--- config.mk ---
export PLATFORM = sky130hd
export DESIGN_NAME = mem_sram_ctrl
export DESIGN_NICKNAME = d
export VERILOG_FILES = /design/src/rtl/mem_sram_ctrl.sv
export SDC_FILE = /design/constraint.sdc
export NUM_CORES = 1
export LEC_CHECK = 0
export ABC_AREA = 1
export CORE_MARGIN = 5
export CORE_UTILIZATION = 44
export CTS_BUF_LIST = sky130_fd_sc_hd__clkbuf_2 sky130_fd_sc_hd__clkbuf_4 sky130_fd_sc_hd__clkbuf_8
export DETAILED_ROUTE_END_ITERATION = 10
export HOLD_SLACK_MARGIN = 0.08
export PLACE_DENSITY = 0.89
export SYNTH_ARGS = -nofsm -noshare
export SYNTH_HDL_FRONTEND = slang
export SYNTH_SLANG_ARGS = --single-unit
--- constraint.sdc ---
create_clock -name clk -period 2.2 [get_ports clk]
set_input_delay 0.44 -clock clk [delete_from_list [all_inputs] [get_ports clk]]
set_output_delay 0.44 -clock clk [all_outputs]
set_load 0.1 [all_outputs]
--- src/rtl/mem_sram_ctrl.sv ---
// Memory-stage controller: splits a 32-bit load/store into two 16-bit SRAM
// half-word phases (low half first), freezing the pipeline via ready.
module mem_sram_ctrl #(
    parameter int unsigned WAIT_CYCLES = 2,
    parameter int unsigned BASE_ADDR   = 1024
) (
    input  logic        clk,
    input  logic        rst,
    input  logic        wr_en,
    input  logic        rd_en,
    input  logic [31:0] address,
    input  logic [31:0] write_data,
    output logic [31:0] read_data,
    output logic        ready,
    output logic [17:0] sram_addr,
    output logic [15:0] sram_dq_out,
    input  logic [15:0] sram_dq_in,
    output logic        sram_dq_oe,
    output logic        sram_we_n
);

    localparam int unsigned CNT_W  = 4;
    localparam int unsigned WORD_W = 17;
    localparam logic [CNT_W-1:0] CNT_LAST = CNT_W'(WAIT_CYCLES - 1);

    localparam logic [1:0] S_IDLE = 2'd0;
    localparam logic [1:0] S_LO   = 2'd1;
    localparam logic [1:0] S_HI   = 2'd2;
    localparam logic [1:0] S_DONE = 2'd3;

    logic [1:0]        state_q, state_d;
    logic [CNT_W-1:0]  cnt_q, cnt_d;
    logic              lat_wr_q, lat_wr_d;
    logic [WORD_W-1:0] lat_word_q, lat_word_d;
    logic [31:0]       lat_wdata_q, lat_wdata_d;
    logic [15:0]       shadow_q;
    logic [17:0]       sram_addr_d;
    logic [15:0]       sram_dq_out_d;
    logic              sram_dq_oe_d;
    logic              sram_we_n_d;
    logic              req_c;
    logic [WORD_W-1:0] word_in_c;
    logic              last_c;

    assign req_c     = wr_en | rd_en;
    // Word index is bits [18:2] of the offset from BASE_ADDR (mod 2^32).
    assign word_in_c = WORD_W'((address - 32'(BASE_ADDR)) >> 2);
    assign last_c    = (cnt_q == CNT_LAST);

    // Next-state, request latch and next SRAM pin values (aligned to state_d).
    always_comb begin
        state_d       = state_q;
        cnt_d         = cnt_q;
        lat_wr_d      = lat_wr_q;
        lat_word_d    = lat_word_q;
        lat_wdata_d   = lat_wdata_q;
        sram_addr_d   = '0;
        sram_dq_out_d = '0;
        sram_dq_oe_d  = 1'b0;
        sram_we_n_d   = 1'b1;

        case (state_q)
            S_IDLE: begin
                if (req_c) begin
                    state_d     = S_LO;
                    cnt_d       = '0;
                    lat_wr_d    = wr_en;
                    lat_word_d  = word_in_c;
                    lat_wdata_d = write_data;
                end
            end
            S_LO: begin
                if (last_c) begin
                    state_d = S_HI;
                    cnt_d   = '0;
                end else begin
                    cnt_d = cnt_q + CNT_W'(1);
                end
            end
            S_HI: begin
                if (last_c) begin
                    state_d = S_DONE;
                end else begin
                    cnt_d = cnt_q + CNT_W'(1);
                end
            end
            S_DONE: begin
                state_d = S_IDLE;
            end
            default: begin
                state_d = S_IDLE;
            end
        endcase

        if ((state_d == S_LO) || (state_d == S_HI)) begin
            sram_addr_d = {lat_word_d, (state_d == S_HI)};
            if (lat_wr_d) begin
                sram_we_n_d   = 1'b0;
                sram_dq_oe_d  = 1'b1;
                sram_dq_out_d = (state_d == S_HI) ? lat_wdata_d[31:16] : lat_wdata_d[15:0];
            end
        end
    end

    // State, latched request and registered SRAM pins.
    always_ff @(posedge clk) begin
        if (!rst) begin
            state_q     <= S_IDLE;
            cnt_q       <= '0;
            lat_wr_q    <= 1'b0;
            lat_word_q  <= '0;
            lat_wdata_q <= '0;
            sram_addr   <= '0;
            sram_dq_out <= '0;
            sram_dq_oe  <= 1'b0;
            sram_we_n   <= 1'b1;
        end else begin
            state_q     <= state_d;
            cnt_q       <= cnt_d;
            lat_wr_q    <= lat_wr_d;
            lat_word_q  <= lat_word_d;
            lat_wdata_q <= lat_wdata_d;
            sram_addr   <= sram_addr_d;
            sram_dq_out <= sram_dq_out_d;
            sram_dq_oe  <= sram_dq_oe_d;
            sram_we_n   <= sram_we_n_d;
        end
    end

    // Load capture: low half into shadow, full word published on entry to DONE.
    always_ff @(posedge clk) begin
        if (!rst) begin
            shadow_q  <= '0;
            read_data <= '0;
        end else if (!lat_wr_q && last_c) begin
            if (state_q == S_LO) begin
                shadow_q <= sram_dq_in;
            end else if (state_q == S_HI) begin
                read_data <= {sram_dq_in, shadow_q};
            end
        end
    end

    // Pipeline freeze: idle passes through only when no request is pending.
    always_comb begin
        ready = 1'b0;
        case (state_q)
            S_IDLE:  ready = ~req_c;
            S_DONE:  ready = 1'b1;
            default: ready = 1'b0;
        endcase
    end

endmodule

After elaboration in Yosys (flattened, before gate mapping)

Index checks and enable logic that the tools add are counted.

Input port bits: 84
Word-level logic and storage cells: 52
Flip-flop bits (word level): 140

Equality and inequality tests: 8
Bitwise logic cells: 3
Add/subtract/negate cells: 2
Muxes and demuxes: 18
Reduce and logical (&&, ||, !) cells: 10

Operators by type and width:

| cell                     | count |
|---|---|
| $mux W32                 | 2 |
| $mux W17                 | 2 |
| $sub A19 B11 Y19 const B | 1 |
| $mux W16                 | 1 |
| $mux W4                  | 3 |
| $pmux W4 S3              | 1 |
| $reduce_and A3 Y1        | 3 |
| $pmux W2 S4              | 1 |
| $eq A2 B2 Y1 const B     | 3 |
| $mux W2                  | 3 |
| $add A4 B1 Y4 const B    | 1 |
| $eq A2 B1 Y1 const B     | 2 |
| $eq A4 B1 Y1 const B     | 1 |
| $mux W1                  | 4 |
| $ne A2 B2 Y1 const B     | 2 |
| $reduce_and A2 Y1        | 2 |
| $reduce_bool A3 Y1       | 1 |
| $logic_not A2 Y1         | 1 |
| $not A1 Y1               | 2 |
| $pmux W1 S2              | 1 |
| $logic_and A1 B1 Y1      | 1 |
| $logic_not A1 Y1         | 1 |
| $logic_or A1 B1 Y1       | 1 |
| $or A1 B1 Y1             | 1 |

Logic depth before layout (Yosys ltp)

Depth in word-level cells: 6
Mapped depth: 14
Gate-level depth less buffers: 13

Worst setup path before layout

OpenSTA, ideal clock, no wires.

Path kind: register to output
Start: reg state_q[0]
End: out ready
Required time: 1760 ps
Data arrival time: 2033 ps
Buffers on the path: 0
Path slack: -273 ps
Stages on the path, launching flop included: 5
Path through: dfxtp_1 -> inv_1 -> ha_1 -> a21oi_1 -> nor2_1

Longest elaborated chain between the ends: 2
Elaborated cells on any way between the ends: 3
Those cells by class: 1 x eq/ne; 1 x mux; 1 x reduce/logical

Ends and longest elaborated chain:

| element                                          | line | source |
|---|---|---|
| from (decl)                                      | 31   | `logic [1:0] state_q, state_d;` |
| from (signal assigned)                           | 118  | `state_q <= state_d;` |
| $eq A2 B2 Y1 or $logic_not A2 Y1 (tied branches) | 147  | `case (state_q)` |
| $pmux W1 S2 (*)                                  | 147  |  |
| to (decl)                                        | 14   | `output logic ready,` |

Every way passes the cells marked *; elsewhere a longest branch is shown, timed or not.

Worst setup path in the final report

Ends and elaborated chain as after synthesis.

==> flow_metrics.env <==
export IMPL_hold_slack_ns=0.468
export IMPL_cts_buffers=17
export IMPL_drive_gt1_share_pct=17.7
export IMPL_fin_util_pct=59.9
export IMPL_grt_overflow_total=0
export IMPL_via_count=4837
export IMPL_setup_viol=0
export IMPL_place_hpwl_um=9160
export IMPL_portBuffers=137
export IMPL_synth_top_cell_by_area="dfxtp_1"
export IMPL_syn2layout_area_growth_pct=34.8
export IMPL_multi_input_area_sq_um=2140
export IMPL_gp_congestion=0.826
export IMPL_fin_setup_tns_ns=0
export IMPL_ys_seq_area_share_pct=52.9
export IMPL_pin_count=153
export IMPL_clockRootBuffer="clkbuf_8"
export IMPL_nNetsFinal=901
export IMPL_synth_area_sq_um=5290
export IMPL_rr_startpoint="cnt_q[1]"
export IMPL_fmax_mhz=479
export IMPL_grt_max_degree=50
export IMPL_clk_pin_slew_ns=0.07
export IMPL_wl_met3_um=902
export IMPL_start_util_pct=44.4
export IMPL_synth_area_leaders="dfxtp_1 53%, nor2_1 10%, nand2_1 7.8%"
export IMPL_cts_sinks=140
export IMPL_finalCritPeriodShare_pct=94.9
export IMPL_r2r_setup_slack_ns=0.19
export IMPL_tightest_slew_ns=0.554
export IMPL_via_per_inst=5.00
export IMPL_grt_usage_pct=18.5
export IMPL_hold_viol=0
export IMPL_dieArea_sq_um=14300
export IMPL_hold_class="reg2reg"
export IMPL_wl_met1_um=5450
export IMPL_yosysMostFrequentCell="nor2_1"
export IMPL_syn_nets=763
export IMPL_worstPathMaxFanout=6
export IMPL_highest_layer="met4"
export IMPL_cts_tree="built"
export IMPL_drtIter0Drc=326
export IMPL_die_h_um=120
export IMPL_synth_cell_types=27
export IMPL_power_density_nw_per_um2=1340
export IMPL_synth_common_cells="144 x nor2_1, 140 x dfxtp_1, 110 x nand2_1, 55 x o21ai_0, 45 x nand3_1"
export IMPL_finalCriticalPeriod_ns=2.09
export IMPL_slew_headroom_pct=63.0
export IMPL_route_detailed_drc=0
export IMPL_antenna_found_initial=0
export IMPL_power_w=0.00955
export IMPL_seq_area_sq_um=2800
export IMPL_n_fill_cell=1040
export IMPL_first_pass_iters=6
export IMPL_cts_buffer_depth=2
export IMPL_die_x_um=120
export IMPL_grt_pass1_vias=4535
export IMPL_min_from="lat_wdata_q[19]"
export IMPL_core_rowCount=40
export IMPL_cts_hold_fix_buffers=0
export IMPL_cts_htree_levels=4
export IMPL_antenna_left=0
export IMPL_power_ir_vdd_worst_mv=0.849
export IMPL_cp_end_kind="output pin"
export IMPL_required_ns=1.76
export IMPL_ys_ff_latch=140
export IMPL_maxCapViolCount=0
export IMPL_netlist_area_leader_share_pct=52.9
export IMPL_grt_pass1_wl_um=21300
export IMPL_slew_violations=0
export IMPL_async_reset_ff_share_pct=0
export IMPL_met2_length_um=6390
export IMPL_endpoint="ready"
export IMPL_ys_warn_count=0
export IMPL_r2r_end="sram_addr[11]"
export IMPL_fin_ws_ns=0.113
export IMPL_totalWireLength_um=13200
export IMPL_synthFlopType="dfxtp_1"
export IMPL_skew_ns=0.00825
export IMPL_syn_inst=669
export IMPL_avgRoutedWirePerCell_um=13.7
export IMPL_start_kind="flip-flop"
export IMPL_synth_edf_count=0
export IMPL_cp_data_arrival_time_ns=1.65
export IMPL_core_area_sq_um=11900
export IMPL_syn_avg_cell_area_sq_um=7.91
export IMPL_clk_latency_ns=0.45
export IMPL_reg2reg_depth=11
export IMPL_pre_cts_ws_ns=-0.216
export IMPL_path_class="reg2out"
export IMPL_status="completed"
export IMPL_diodes=0
export IMPL_startpoint="state_q[0]"
export IMPL_leakagePower_nw=3.19
==> per-layer routing <==
| metal | up-vias | GRT usage [%] |
|---|---|---|
| met5 | - | 0 |
| met4 | 0 | 9.23 |
| met3 | 44 | 6.03 |
| met2 | 162 | 31.1 |
| met1 | 2197 | 21.2 |
| li1 | 2434 | - |
==> worst min-delay path by stage <==
stage,end,cells past startpoint
detailed placement,lat_wdata_q[19],2
global placement,shadow_q[9],2
CTS,lat_wdata_q[31],2
finish,lat_wdata_q[19],2
floorplan,lat_wdata_q[0],2
global route,lat_wdata_q[17],2
==> flip-flops by register name (all words and copies together), names as in the netlist <==
register,flops
lat_wr_q,1
read_data,32
sram_dq_oe,1
lat_wdata_q,32
state_q,2
cnt_q,4
sram_dq_out,16
sram_addr,18
shadow_q,16
lat_word_q,17
sram_we_n,1
==> cells in the final DEF (no fill, tap or decap), types with 2 or more instances in the layout <==
| cell | netlist | routed |
|---|---|---|
| clkdlybuf4s50_1 | 0 | 68 |
| nand3_2 | 3 | 3 |
| and3_1 | 15 | 15 |
| clkinv_2 | 0 | 2 |
| a21oi_1 | 38 | 37 |
| dfxtp_1 | 140 | 139 |
| nor3_1 | 12 | 12 |
| bufinv_16 | 0 | 5 |
| inv_2 | 6 | 5 |
| nand2_2 | 0 | 2 |
| or2_2 | 2 | 2 |
| nor2_2 | 2 | 3 |
| clkinvlp_4 | 0 | 2 |
| inv_1 | 36 | 36 |
| o21ai_1 | 2 | 3 |
| nor4_1 | 2 | 2 |
| nor4_2 | 8 | 8 |
| o21ai_0 | 55 | 54 |
| clkbuf_8 | 0 | 21 |
| ha_1 | 10 | 9 |
| nand2_1 | 110 | 108 |
| nand3_1 | 45 | 45 |
| buf_4 | 4 | 83 |
| nor2_1 | 144 | 143 |
| buf_12 | 0 | 3 |
==> report_power, final <==
part | internal [W] | switching (W)
clock network | 0.00148 | 0.000937
logic | 0.00106 | 0.00295
registers | 0.00298 | 0.000144
total | 0.00552 | 0.00403
==> cells by family after synthesis <==
family	Yosys count	share of synthesized area, %
and+or+nand+nor	344	28.5
buffers and inverters	78	6.90
AOI/OAI and AO/OA	95	8.98
adders and majority gates	10	2.36
DFF	140	52.9
xor gates and xnor gates	1	0.165
muxes	1	0.189
==> critical path: stages, from the launching register on <==
cell	delay, ns
dfxtp_1	0.38
inv_1	0.13
ha_2	0.32
nor2_2	0.17
buf_12	0.19
==> final cells by class <==
cell class / instances / area share, %
clock buffers: 22 / 4.15
clock inverters: 10 / 2.58
inverters: 43 / 2.33
multi-input cells: 451 / 30.0
flip-flops and latches: 140 / 39.3
well taps: 147 / 2.58
repair buffers: 154 / 19.1
==> repair_timing <==
item,in CTS,in global routing
endpoints found under the setup margin,0,28
resized for setup,0,7
buffers inserted,0,0
==> through the flow <==
stage,cell area (sq um),std cells
6_report,7140,967
5_1_grt,7140,967
4_1_cts,7120,967
3_5_place_dp,6640,935
3_3_place_gp,6640,935
2_1_floorplan,5300,669
(Power assumes the default switching activity.)
